### src/rtl/register_access_sequencer.sv
// Sequences CPU byte/word register reads and writes onto a 256x8 RAM with one-cycle read latency.
// Latency from accept edge: byte write 2, byte read 3, word write 3, word read 4 cycles.
// Backpressure: req_ready only in IDLE; no queueing, requests presented while busy wait.
module register_access_sequencer #(
  parameter int LEVEL_BITS = 4
) (
  input  logic                  clock,
  input  logic                  reset,
  input  logic                  req_valid,
  output logic                  req_ready,
  input  logic                  req_write,
  input  logic                  req_word,
  input  logic [LEVEL_BITS-1:0] req_level,
  input  logic [3:0]            req_reg,
  input  logic [15:0]           req_wdata,
  output logic                  resp_valid,
  output logic [15:0]           resp_rdata,
  output logic [LEVEL_BITS+3:0] ram_address,
  output logic                  ram_write_en,
  output logic [7:0]            ram_data_in,
  input  logic [7:0]            ram_data_out
);

  typedef enum logic [2:0] {
    IDLE,
    ISSUE_HI,
    ISSUE_LO,
    CAPTURE,
    RESP
  } state_t;

  state_t                  state;
  state_t                  state_next;
  logic                    write_q;
  logic                    word_q;
  logic [LEVEL_BITS-1:0]   level_q;
  logic [2:0]              reg_pair_q;
  logic [7:0]              wdata_lo_q;
  logic                    accept;
  logic [LEVEL_BITS+3:0]   first_address;

  assign accept = req_valid && req_ready;

  // Words pair registers on an even/odd boundary; the high byte lives at the even address.
  assign first_address = req_word ? {req_level, req_reg[3:1], 1'b0} : {req_level, req_reg};

  always_comb begin
    state_next   = state;
    req_ready    = 1'b0;
    resp_valid   = 1'b0;
    ram_write_en = 1'b0;
    case (state)
      IDLE: begin
        req_ready = !reset;
        if (accept) state_next = ISSUE_HI;
      end
      ISSUE_HI: begin
        ram_write_en = write_q && !reset;
        if (word_q)       state_next = ISSUE_LO;
        else if (write_q) state_next = RESP;
        else              state_next = CAPTURE;
      end
      ISSUE_LO: begin
        ram_write_en = write_q && !reset;
        state_next   = write_q ? RESP : CAPTURE;
      end
      CAPTURE: state_next = RESP;
      RESP: begin
        resp_valid = !reset;
        state_next = IDLE;
      end
      default: state_next = IDLE;
    endcase
  end

  always_ff @(posedge clock) begin
    if (reset) begin
      state       <= IDLE;
      ram_address <= '0;
      ram_data_in <= '0;
      resp_rdata  <= '0;
    end else begin
      state <= state_next;
      if (accept) begin
        write_q     <= req_write;
        word_q      <= req_word;
        level_q     <= req_level;
        reg_pair_q  <= req_reg[3:1];
        wdata_lo_q  <= req_wdata[7:0];
        ram_address <= first_address;
        ram_data_in <= req_word ? req_wdata[15:8] : req_wdata[7:0];
      end
      if (state == ISSUE_HI && word_q) begin
        ram_address <= {level_q, reg_pair_q, 1'b1};
        ram_data_in <= wdata_lo_q;
      end
      // RAM output here is the high byte addressed during ISSUE_HI.
      if (state == ISSUE_LO && !write_q) resp_rdata[15:8] <= ram_data_out;
      if (state == CAPTURE) begin
        resp_rdata[7:0] <= ram_data_out;
        if (!word_q) resp_rdata[15:8] <= 8'h00;
      end
    end
  end

endmodule

### config.mk
export PLATFORM = sky130hd
export DESIGN_NAME = register_access_sequencer
export DESIGN_NICKNAME = d
export VERILOG_FILES = /design/src/rtl/register_access_sequencer.sv
export SDC_FILE = /design/constraint.sdc
export NUM_CORES = 1
export LEC_CHECK = 0
export BUFFER_PORTS_ARGS = -buffer_cell sky130_fd_sc_hd__buf_2
export CAP_MARGIN = 10
export CORE_MARGIN = 8
export CORE_UTILIZATION = 52
export CTS_BUF_LIST = sky130_fd_sc_hd__clkbuf_2
export DETAILED_ROUTE_END_ITERATION = 16
export PLACE_DENSITY_LB_ADDON = 0.05
export SYNTH_ARGS = -nofsm -noshare
export SYNTH_HDL_FRONTEND = slang
export SYNTH_SLANG_ARGS = --single-unit
### constraint.sdc
create_clock -name clock -period 2.74 [get_ports clock]
set_input_delay 0.411 -clock clock [delete_from_list [all_inputs] [get_ports clock]]
set_output_delay 0.411 -clock clock [all_outputs]
set_load 0.01 [all_outputs]
==> results of run 1 <==
-- per-layer routing --
layer	vias to the layer above	share of wire
met3	5	0.086
li1	869	-
met4	0	0.0069
met5	-	0
met1	774	0.40
met2	53	0.51
-- power groups by stage --
stage	sequential, mW	combinational (mW)	clock, mW
after floorplan	0.888	0.120	0
after global placement	0.886	0.200	0
after detailed placement	0.886	0.202	0
after CTS	0.871	0.202	0.315
after global routing	0.878	0.225	0.344
final	0.870	0.200	0.301
-- area by class of cell --
| class | instances | area [um2] |
|---|---|---|
| flip-flops and latches | 52 | 1210 |
| clock buffers | 6 | 30.0 |
| inverters | 5 | 23.8 |
| repair buffers | 72 | 363 |
| well taps | 50 | 62.6 |
| clock inverters | 2 | 13.8 |
| fillers | 348 | 1450 |
| multi-input cells | 128 | 845 |
-- worst min-delay path by stage --
| stage | to | slack [ps] | from | cells after the start |
|---|---|---|---|---|
| floorplan | ram_data_in[0]$_SDFFE_PP0P_ | 470 | wdata_lo_q[0]$_DFFE_PP_ | 2 |
| global placement | resp_rdata[10]$_SDFF_PP0_ | 440 | resp_rdata[10]$_SDFF_PP0_ | 2 |
| detailed placement | resp_rdata[12]$_SDFF_PP0_ | 440 | resp_rdata[12]$_SDFF_PP0_ | 2 |
| CTS | wdata_lo_q[5]$_DFFE_PP_ | 130 | req_wdata[5] | 1 |
| global route | wdata_lo_q[1]$_DFFE_PP_ | 120 | req_wdata[1] | 1 |
| finish | wdata_lo_q[2]$_DFFE_PP_ | 160 | req_wdata[2] | 1 |
-- cell usage after synthesis --
cell type and instances:
clkbuf_1 4, nor4b_1 1, clkinv_4 1, nor2b_1 1, nor4_1 1, edfxtp_1 17, or3b_2 1, clkinv_1 1
mux2_2 8, dfxtp_1 35, nand4bb_1 1, and3_1 1, nor2_1 14, o41ai_2 1, and4bb_2 1, buf_2 8
nand2b_1 3, a21boi_0 1, nor4b_2 1, and2_1 1, a21oi_1 16, nand3b_1 1, or4_4 1, nand2_1 17
a211oi_1 2, o21a_1 1, o211ai_1 11, buf_6 2, inv_2 1, mux2i_1 8, o21ai_0 5, xor2_1 1
buf_1 2, nand3_1 16, or4b_1 1, a311oi_1 4, a32oi_1 7, inv_1 2, o31ai_1 1
-- metrics by stage --
step                instance area [um2]  setup slack, ps
floorplan                          2160              505
global placement                   2500              677
detailed placement                 2500              650
CTS                                2550              379
global route                       2550              270
finish                             2550              409
-- state kept, by name, indices dropped and copies added (netlist names) --
name         cells
level_q          4
ram_address      8
ram_data_in      8
reg_pair_q       3
resp_rdata      16
state            3
wdata_lo_q       8
word_q           1
write_q          1
-- cells by family after synthesis --
kind of cell | Yosys count | share of synthesized area
mux | 16 | 0.0787
xor+xnor | 1 | 0.00405
simple gates | 62 | 0.150
flops | 52 | 0.560
compound gates | 49 | 0.156
buf+inv | 21 | 0.0503
-- worst max-delay path, delay by kind of cell (launching register included) --
family                 cells  cell delay (ps)
buffers and inverters      2              330
flip-flops                 1              490
AND/OR/NAND/NOR            1              690
==> qor.yml, run 1 <==
critical_path:
  r2r_start: "state[0]$_SDFFE_PP0P_"
  cp_data_required_time_ps: 2330
  critPathLaunch: "state[0]$_SDFFE_PP0P_"
  critical_path.slowest_cell: "or4_4"
  critical_path_arrival_ps: 1920
  cp-start-kind: "register"
  endpoint: "req_ready"
  crit_type: "register to primary output"
  reg2reg_depth: 3
  worstPathCellList: "or4_4, clkinv_4, buf_2"
  cpPeakStageDelay_ps: 690
  r2r_end: "write_q$_DFFE_PP_"
  ff2ff_setup_slack_ps: 740
  end_kind: "primary output"
  path_max_fanout: 17
detailed_routing:
  dr.pass1.iters: 4
  vias: 1701
  drc: 0
  wl_per_cell_um: 15.6
  antenna_left: 0
  vias_per_cell: 5.40
  dr.first_iter.drc_count: 116
  routed_wl_mm: 4.91
logic_synthesis:
  syn_nets: 238
  synth_area_leaders: "dfxtp_1 32%, edfxtp_1 24%, mux2_2 4.2%"
  synth_warnings: 0
  synth_cells: 201
  synth_top_area_frac: 0.324
  synth-seq-cells: 52
  yosysTopAreaCell: "dfxtp_1"
  syn_area_um2: 2160
  avgSynthCellArea_um2: 10.8
  yosysSeqAreaShare: 0.560
  synth.distinct_cells: 39
cells_and_area:
  instances_no_fill: 315
  mostFrequentLayoutCell: "buf_2"
  syn_to_final_growth_pct: 17.9
  n_antenna_cell: 0
  final_net_count: 301
  final_cell_mix: "71 x buf_2, 35 x dfxtp_1, 17 x nand2_1, 17 x edfxtp_1"
  final_util: 0.637
  drive_gt1_frac: 0.362
cts:
  cts_sinks: 52
  postCtsSetupRepairBufs: 0
  cts_resized: 0
  cts_hold_buf: 0
  numCtsBuffers: 5
  cts_tree: "yes"
  htree_levels: 2
  root_buffer: "clkbuf_2"
  cts_max_path_buffers: 2
  clk_latency_ps: 420
  path_clk_slew_ps: 260
global_route:
  grt_first_pass_wirelength_mm: 8.07
  met2_usage: 0.263
  grt_pass1_vias: 1725
  grt_max_degree: 25
  busiest_layer: "met2"
  use_met3: 0.0580
  antenna_found_initial: 0
  grt_overflow_total: 0
  met1_usage: 0.179
  grt_usage: 0.156
pwr:
  power_density_nw_per_um2: 538
  combPwrFrac: 0.146
  p_switching_mw: 0.374
  seqPwrFrac: 0.635
  vdd_drop_max_v: 0.000287
  p_leak_nw: 1.08
  swShare: 0.273
  intPower_mw: 0.997
  p_clk_frac: 0.220
  finalPower_mw: 1.37
timing:
  rsz0062_at_grt: "false"
  slew_headroom: 0.467
  worst_pin_slew_ps: 792
  tns_ps: 0
  setup_viol: 0
  finalCritPeriodShare: 0.851
  fmax_mhz: 429
  layout_min_cycle_time_ps: 2330
  fin_skew_ps: 28.2
  hold_viol: 0
  fin_hold_ws_ps: 158
  drv_slew: 0
floorplanning:
  die_w_um: 80.5
  dieArea_um2: 6480
  die_y_um: 80.5
  initial_core_util: 0.541
  io_pins: 72
  core_area_um2: 4000
  rows: 23
place:
  port_buffers: 71
  dp_hpwl_mm: 3.54
  dpl.cell_count: 307
  place.gp.congestion: 0.762
outcome:
  status: "finished, final reports clean"
worst_hold_path:
  min_path_type: "input port to register"
run:
  max_cap_viol_count: 0
(Power assumes the default switching activity.)
==> inputs of run 2 (changes only) <==
- PLACE_DENSITY: unset -> 0.89
- PLACE_DENSITY_LB_ADDON: 0.05 -> unset
==> run 2 against run 1 <==
Die area is the same. Core utilization grew 1.3 points. Global-route usage grew 0.065 points. Setup slack barely moved. Sequential power hardly changed. Maximum frequency about the same.
==> qor.yml, run 2 (synthesis gave the netlist of run 1 again) <==
outcome:
  status: "finished, final reports clean"
cells_and_area:
  n_antenna_cell: 0  # unchanged
  drive_gt1_frac: 0.362  # unchanged
  mostFrequentLayoutCell: "buf_2"
  multi_input_area_um2: 845  # unchanged
  largest_reg_flops: 16  # unchanged
  nFillCells: 337  # -3.2%
  final_cell_area_um2: 2600  # +2.0%
  seqCellArea_um2: 1210  # unchanged
  final_net_count: 301  # unchanged
  final_util: 0.650  # +0.0125
  final_cell_mix: "71 x buf_2, 35 x dfxtp_1, 17 x nand2_1, 17 x edfxtp_1"
  instances_no_fill: 315  # unchanged
  syn_to_final_growth_pct: 20.2
  largest-register: "resp_rdata"
critical_path:
  crit_type: "register to primary output"
  cp_data_required_time_ps: 2330  # about the same
  ff2ff_setup_slack_ps: 760  # +20 ps
  cp-start-kind: "register"
  end_kind: "primary output"
  critical_path_arrival_ps: 1920  # about the same
  path_max_fanout: 17  # unchanged
detailed_routing:
  antenna_left: 0  # unchanged
  wl_met1_mm: 2.09  # +5.7%
  wl_met3_um: 539  # +28%
  dr.pass1.iters: 4  # unchanged
  wl_per_cell_um: 15.8  # +1.2%
  vias_per_cell: 5.60  # +3.8%
  vias: 1765  # +3.8%
  top_layer: "met4"
  dr.first_iter.drc_count: 129  # +11%
  routed_wl_mm: 4.97  # +1.2%
  wl_met2_mm: 2.32  # -6.6%
  drc: 0  # unchanged
timing:
  fmax_mhz: 429  # about the same
  tns_ps: 0  # unchanged
  finalCritPeriodShare: 0.851  # about the same
  layout_min_cycle_time_ps: 2330  # +0.308 ps
  hold_viol: 0  # unchanged
  setup_viol: 0  # unchanged
  fin_ws_ps: 409  # -0.308 ps
  worst_pin_slew_ps: 840  # +48.2 ps
  fin_skew_ps: 13.3  # -14.9 ps
  slew_headroom: 0.434  # -0.0325
  rsz0062_at_grt: "false"
  fin_hold_ws_ps: 128  # -29.4 ps
  drv_slew: 0  # unchanged
global_route:
  grt_first_pass_wirelength_mm: 8.17  # +1.3%
  grt_usage: 0.157  # +0.000646
  grt_overflow_total: 0  # unchanged
  antenna_found_initial: 0  # unchanged
  grt_pass1_vias: 1820  # +5.5%
  grt_max_degree: 25  # unchanged
cts:
  cts_resized: 0  # unchanged
  path_clk_slew_ps: 260  # about the same
  root_buffer: "clkbuf_2"
  cts_tree: "yes"
  cts_hold_buf: 0  # unchanged
  postCtsSetupRepairBufs: 0  # unchanged
  htree_levels: 2  # unchanged
  clk_latency_ps: 430  # about the same
  cts_max_path_buffers: 2  # unchanged
  cts_sinks: 52  # unchanged
  numCtsBuffers: 5  # unchanged
pwr:
  finalPower_mw: 1.56  # +14%
  vdd_drop_max_v: 0.000363  # +26%
  p_leak_nw: 1.10  # +1.9%
  power_density_nw_per_um2: 602  # +12%
floorplanning:
  initial_core_util: 0.541  # unchanged
  die_w_um: 80.5  # unchanged
  rows: 23  # unchanged
  io_pins: 72  # unchanged
  dieArea_um2: 6480  # unchanged
  die_y_um: 80.5  # unchanged
  core_area_um2: 4000  # unchanged
place:
  place.gp.congestion: 0.759  # -0.35%
  dp_hpwl_mm: 3.67  # +3.6%
  post-place-ws_ps: 643  # -7.25 ps
  placed_cell_area_um2: 2500  # unchanged
  port_buffers: 71  # unchanged
  dpl.cell_count: 307  # unchanged
run:
  max_cap_viol_count: 0  # unchanged
worst_hold_path:
  min_path_type: "input port to register"
[run 2: path summary, 6_finish.rpt]
kind,start,endpoint,cells after the start
setup / recovery,state[1]$_SDFFE_PP0P_,req_ready,3
hold / removal,req_write,write_q$_DFFE_PP_,1
setup reg to reg,state[1]$_SDFFE_PP0P_,wdata_lo_q[6]$_DFFE_PP_,3
hold reg to reg,resp_rdata[11]$_SDFF_PP0_,resp_rdata[11]$_SDFF_PP0_,2
[run 2: worst max-delay path: stages, from the launching register on]
cell      delay, ps
dfxtp_1         500
or4_4           680
clkinv_4        160
buf_2           160
[run 2: routing by layer]
| metal | GRT usage | vias to the layer above |
|---|---|---|
| li1 | - | 873 |
| met1 | 0.185 | 813 |
| met2 | 0.251 | 75 |
| met3 | 0.0636 | 4 |
| met4 | 0.0509 | 0 |
| met5 | 0 | - |
[run 2: where the power goes]
group,internal [mW],switching [mW]
sequential,0.842,0.0284
combinational,0.0859,0.116
clock,0.249,0.243
[run 2: cell type report]
cell class              count  share of cell area
clock inverters             3              0.0265
inverters                   5             0.00915
flip-flops and latches     52               0.466
clock buffers               5             0.00963
multi-input cells         128               0.325
repair buffers             72               0.140
well taps                  50              0.0241
==> inputs of run 3 (changes only) <==
- CELL_PAD_IN_SITES_DETAIL_PLACEMENT: unset -> 0
- CELL_PAD_IN_SITES_GLOBAL_PLACEMENT: unset -> 2
- CORE_UTILIZATION: 52 -> 31
- PLACE_DENSITY: 0.89 -> 0.87
==> run 3 against run 2 <==
Hold slack improved by 26 ps. Combinational power rose by 2%. Highest routed layer unchanged. Maximum frequency fell by 0.13%. Non-clock buffer count did not move. Cell area rose by 0.72%. Routed wire length rose by 8.6%. Clock power fell by 23%. Total power fell by 6.9%. Die area rose by 53%. Setup slack got worse by 3.0 ps.
==> qor.yml, run 3 (synthesis gave the netlist of run 1 again) <==
outcome:
  status: "finished, final reports clean"
place:
  dp_hpwl_mm: 3.96  # +7.9%
  port_buffers: 71  # unchanged
  placed_cell_area_um2: 2550  # +2.0%
  post-place-ws_ps: 643  # -0.274 ps
  place.gp.congestion: 0.736  # -3.0%
run:
  max_cap_viol_count: 0  # unchanged
floorplanning:
  die_y_um: 99.5  # +24%
  io_pins: 72  # unchanged
  initial_core_util: 0.320  # -0.221
  rows: 30  # +30%
  die_w_um: 99.5  # +24%
  dieArea_um2: 9900  # +53%
  core_area_um2: 6760  # +69%
cts:
  cts_hold_buf: 0  # unchanged
  postCtsSetupRepairBufs: 0  # unchanged
  root_buffer: "clkbuf_2"
  clk_latency_ps: 410  # -20 ps
  cts_resized: 0  # unchanged
  cts_tree: "yes"
  path_clk_slew_ps: 250  # about the same
  numCtsBuffers: 5  # unchanged
  cts_max_path_buffers: 2  # unchanged
  htree_levels: 2  # unchanged
  cts_sinks: 52  # unchanged
critical_path:
  cp-start-kind: "register"
  endpoint: "req_ready"
  cp_data_required_time_ps: 2330  # about the same
  worstPathCellList: "or4_4, clkinv_4, buf_2"
  crit_type: "register to primary output"
  r2r_end: "wdata_lo_q[4]$_DFFE_PP_"
  worst-path-buf-inv: 2  # unchanged
  ff2ff_setup_slack_ps: 780  # +20 ps
  path_delay_family: "simple AND/OR/NAND/NOR gates"
  critical_path_arrival_ps: 1920  # about the same
  path_max_fanout: 17  # unchanged
  reg2reg_depth: 3  # unchanged
  end_kind: "primary output"
  cp_num_cells: 3  # unchanged
  critical_path.slowest_cell: "or4_4"
  cpPeakStageDelay_ps: 680  # about the same
  critPathLaunch: "state[1]$_SDFFE_PP0P_"
  r2r_start: "state[1]$_SDFFE_PP0P_"
timing:
  slew_headroom: 0.386  # -0.0476
  worst_pin_slew_ps: 910  # +70.6 ps
  fmax_mhz: 428  # -0.13%
  setup_viol: 0  # unchanged
  rsz0062_at_grt: "false"
  finalCritPeriodShare: 0.852  # +0.00109
  tns_ps: 0  # unchanged
  hold_viol: 0  # unchanged
  drv_slew: 0  # unchanged
  fin_hold_ws_ps: 154  # +25.9 ps
  fin_skew_ps: 10.8  # -2.53 ps
  layout_min_cycle_time_ps: 2330  # +2.97 ps
  fin_ws_ps: 406  # -2.97 ps
cells_and_area:
  largest-register: "resp_rdata"
  final_net_count: 301  # unchanged
  drive_gt1_frac: 0.358  # -0.00377
  mostFrequentLayoutCell: "buf_2"
  final_cell_area_um2: 2620  # +0.72%
  n_antenna_cell: 0  # unchanged
  largest_reg_flops: 16  # unchanged
  syn_to_final_growth_pct: 21.1
  final_cell_mix: "71 x buf_2, 35 x dfxtp_1, 17 x nand2_1, 17 x edfxtp_1"
detailed_routing:
  drc: 0  # unchanged
  routed_wl_mm: 5.40  # +8.6%
  dr.pass1.iters: 4  # unchanged
  antenna_left: 0  # unchanged
  vias_per_cell: 5.01  # -11%
  wl_per_cell_um: 15.7  # -0.88%
  dr.first_iter.drc_count: 57  # -56%
  vias: 1730  # -2.0%
global_route:
  grt_pass1_vias: 1774  # -2.5%
  met2_usage: 0.153  # -0.0976
  grt_max_degree: 25  # unchanged
  grt_overflow_total: 0  # unchanged
  grt_first_pass_wirelength_mm: 8.58  # +5.0%
  met1_usage: 0.146  # -0.0386
  antenna_found_initial: 0  # unchanged
  grt_usage: 0.107  # -0.0492
  busiest_layer: "met2"
  use_met3: 0.0433  # -0.0203
pwr:
  power_density_nw_per_um2: 556  # -7.6%
  p_leak_nw: 1.09  # -0.86%
  vdd_drop_max_v: 0.000228  # -37%
worst_hold_path:
  min_path_type: "input port to register"
==> run 3: how the worst min path moves through the flow <==
stage / startpoint / endpoint / slack, ps / depth (start not counted)
final: req_write / write_q$_DFFE_PP_ / 150 / 1
after floorplan: wdata_lo_q[0]$_DFFE_PP_ / ram_data_in[0]$_SDFFE_PP0P_ / 470 / 2
after global routing: req_write / write_q$_DFFE_PP_ / 100 / 1
after CTS: req_write / write_q$_DFFE_PP_ / 120 / 1
after detailed placement: resp_rdata[12]$_SDFF_PP0_ / resp_rdata[12]$_SDFF_PP0_ / 440 / 2
after global placement: resp_rdata[11]$_SDFF_PP0_ / resp_rdata[11]$_SDFF_PP0_ / 440 / 2
==> run 3: per-layer routing <==
| metal | up-vias | share of wire | wire length [um] |
|---|---|---|---|
| li1 | 869 | - | - |
| met1 | 794 | 0.50 | 2680 |
| met2 | 63 | 0.42 | 2280 |
| met3 | 4 | 0.077 | 415 |
| met4 | 0 | 0.0046 | 25 |
| met5 | - | 0 | 0 |
==> run 3: worst register-to-register path, delay by kind of cell, from the launching register on <==
| family | cells | cell delay (ps) |
|---|---|---|
| and+or+nand+nor | 2 | 1010 |
| buffers and inverters | 1 | 200 |
| DFF | 1 | 500 |
==> run 3: final cells by class <==
type,instances,area (um2)
Timing Repair Buffer,72,375
Inverter,5,23.8
Sequential cell,52,1210
Multi-Input combinational cell,128,845
Fill cell,714,4140
Clock inverter,3,37.5
Clock buffer,5,25.0
Tap cell,80,100
==> run 3: report_power, final <==
group          internal, mW  switching, mW
registers             0.842         0.0284
logic                0.0887          0.118
clock network         0.150          0.230
total                  1.08          0.376
==> run 3: metrics by stage <==
stage	total power [mW]	utilization	instances
final	1.46	0.387	345
after global routing	1.54	0.387	345
after CTS	1.48	0.387	345
after detailed placement	1.10	0.378	337
after global placement	1.09	0.378	337
after floorplan	1.01	-	201
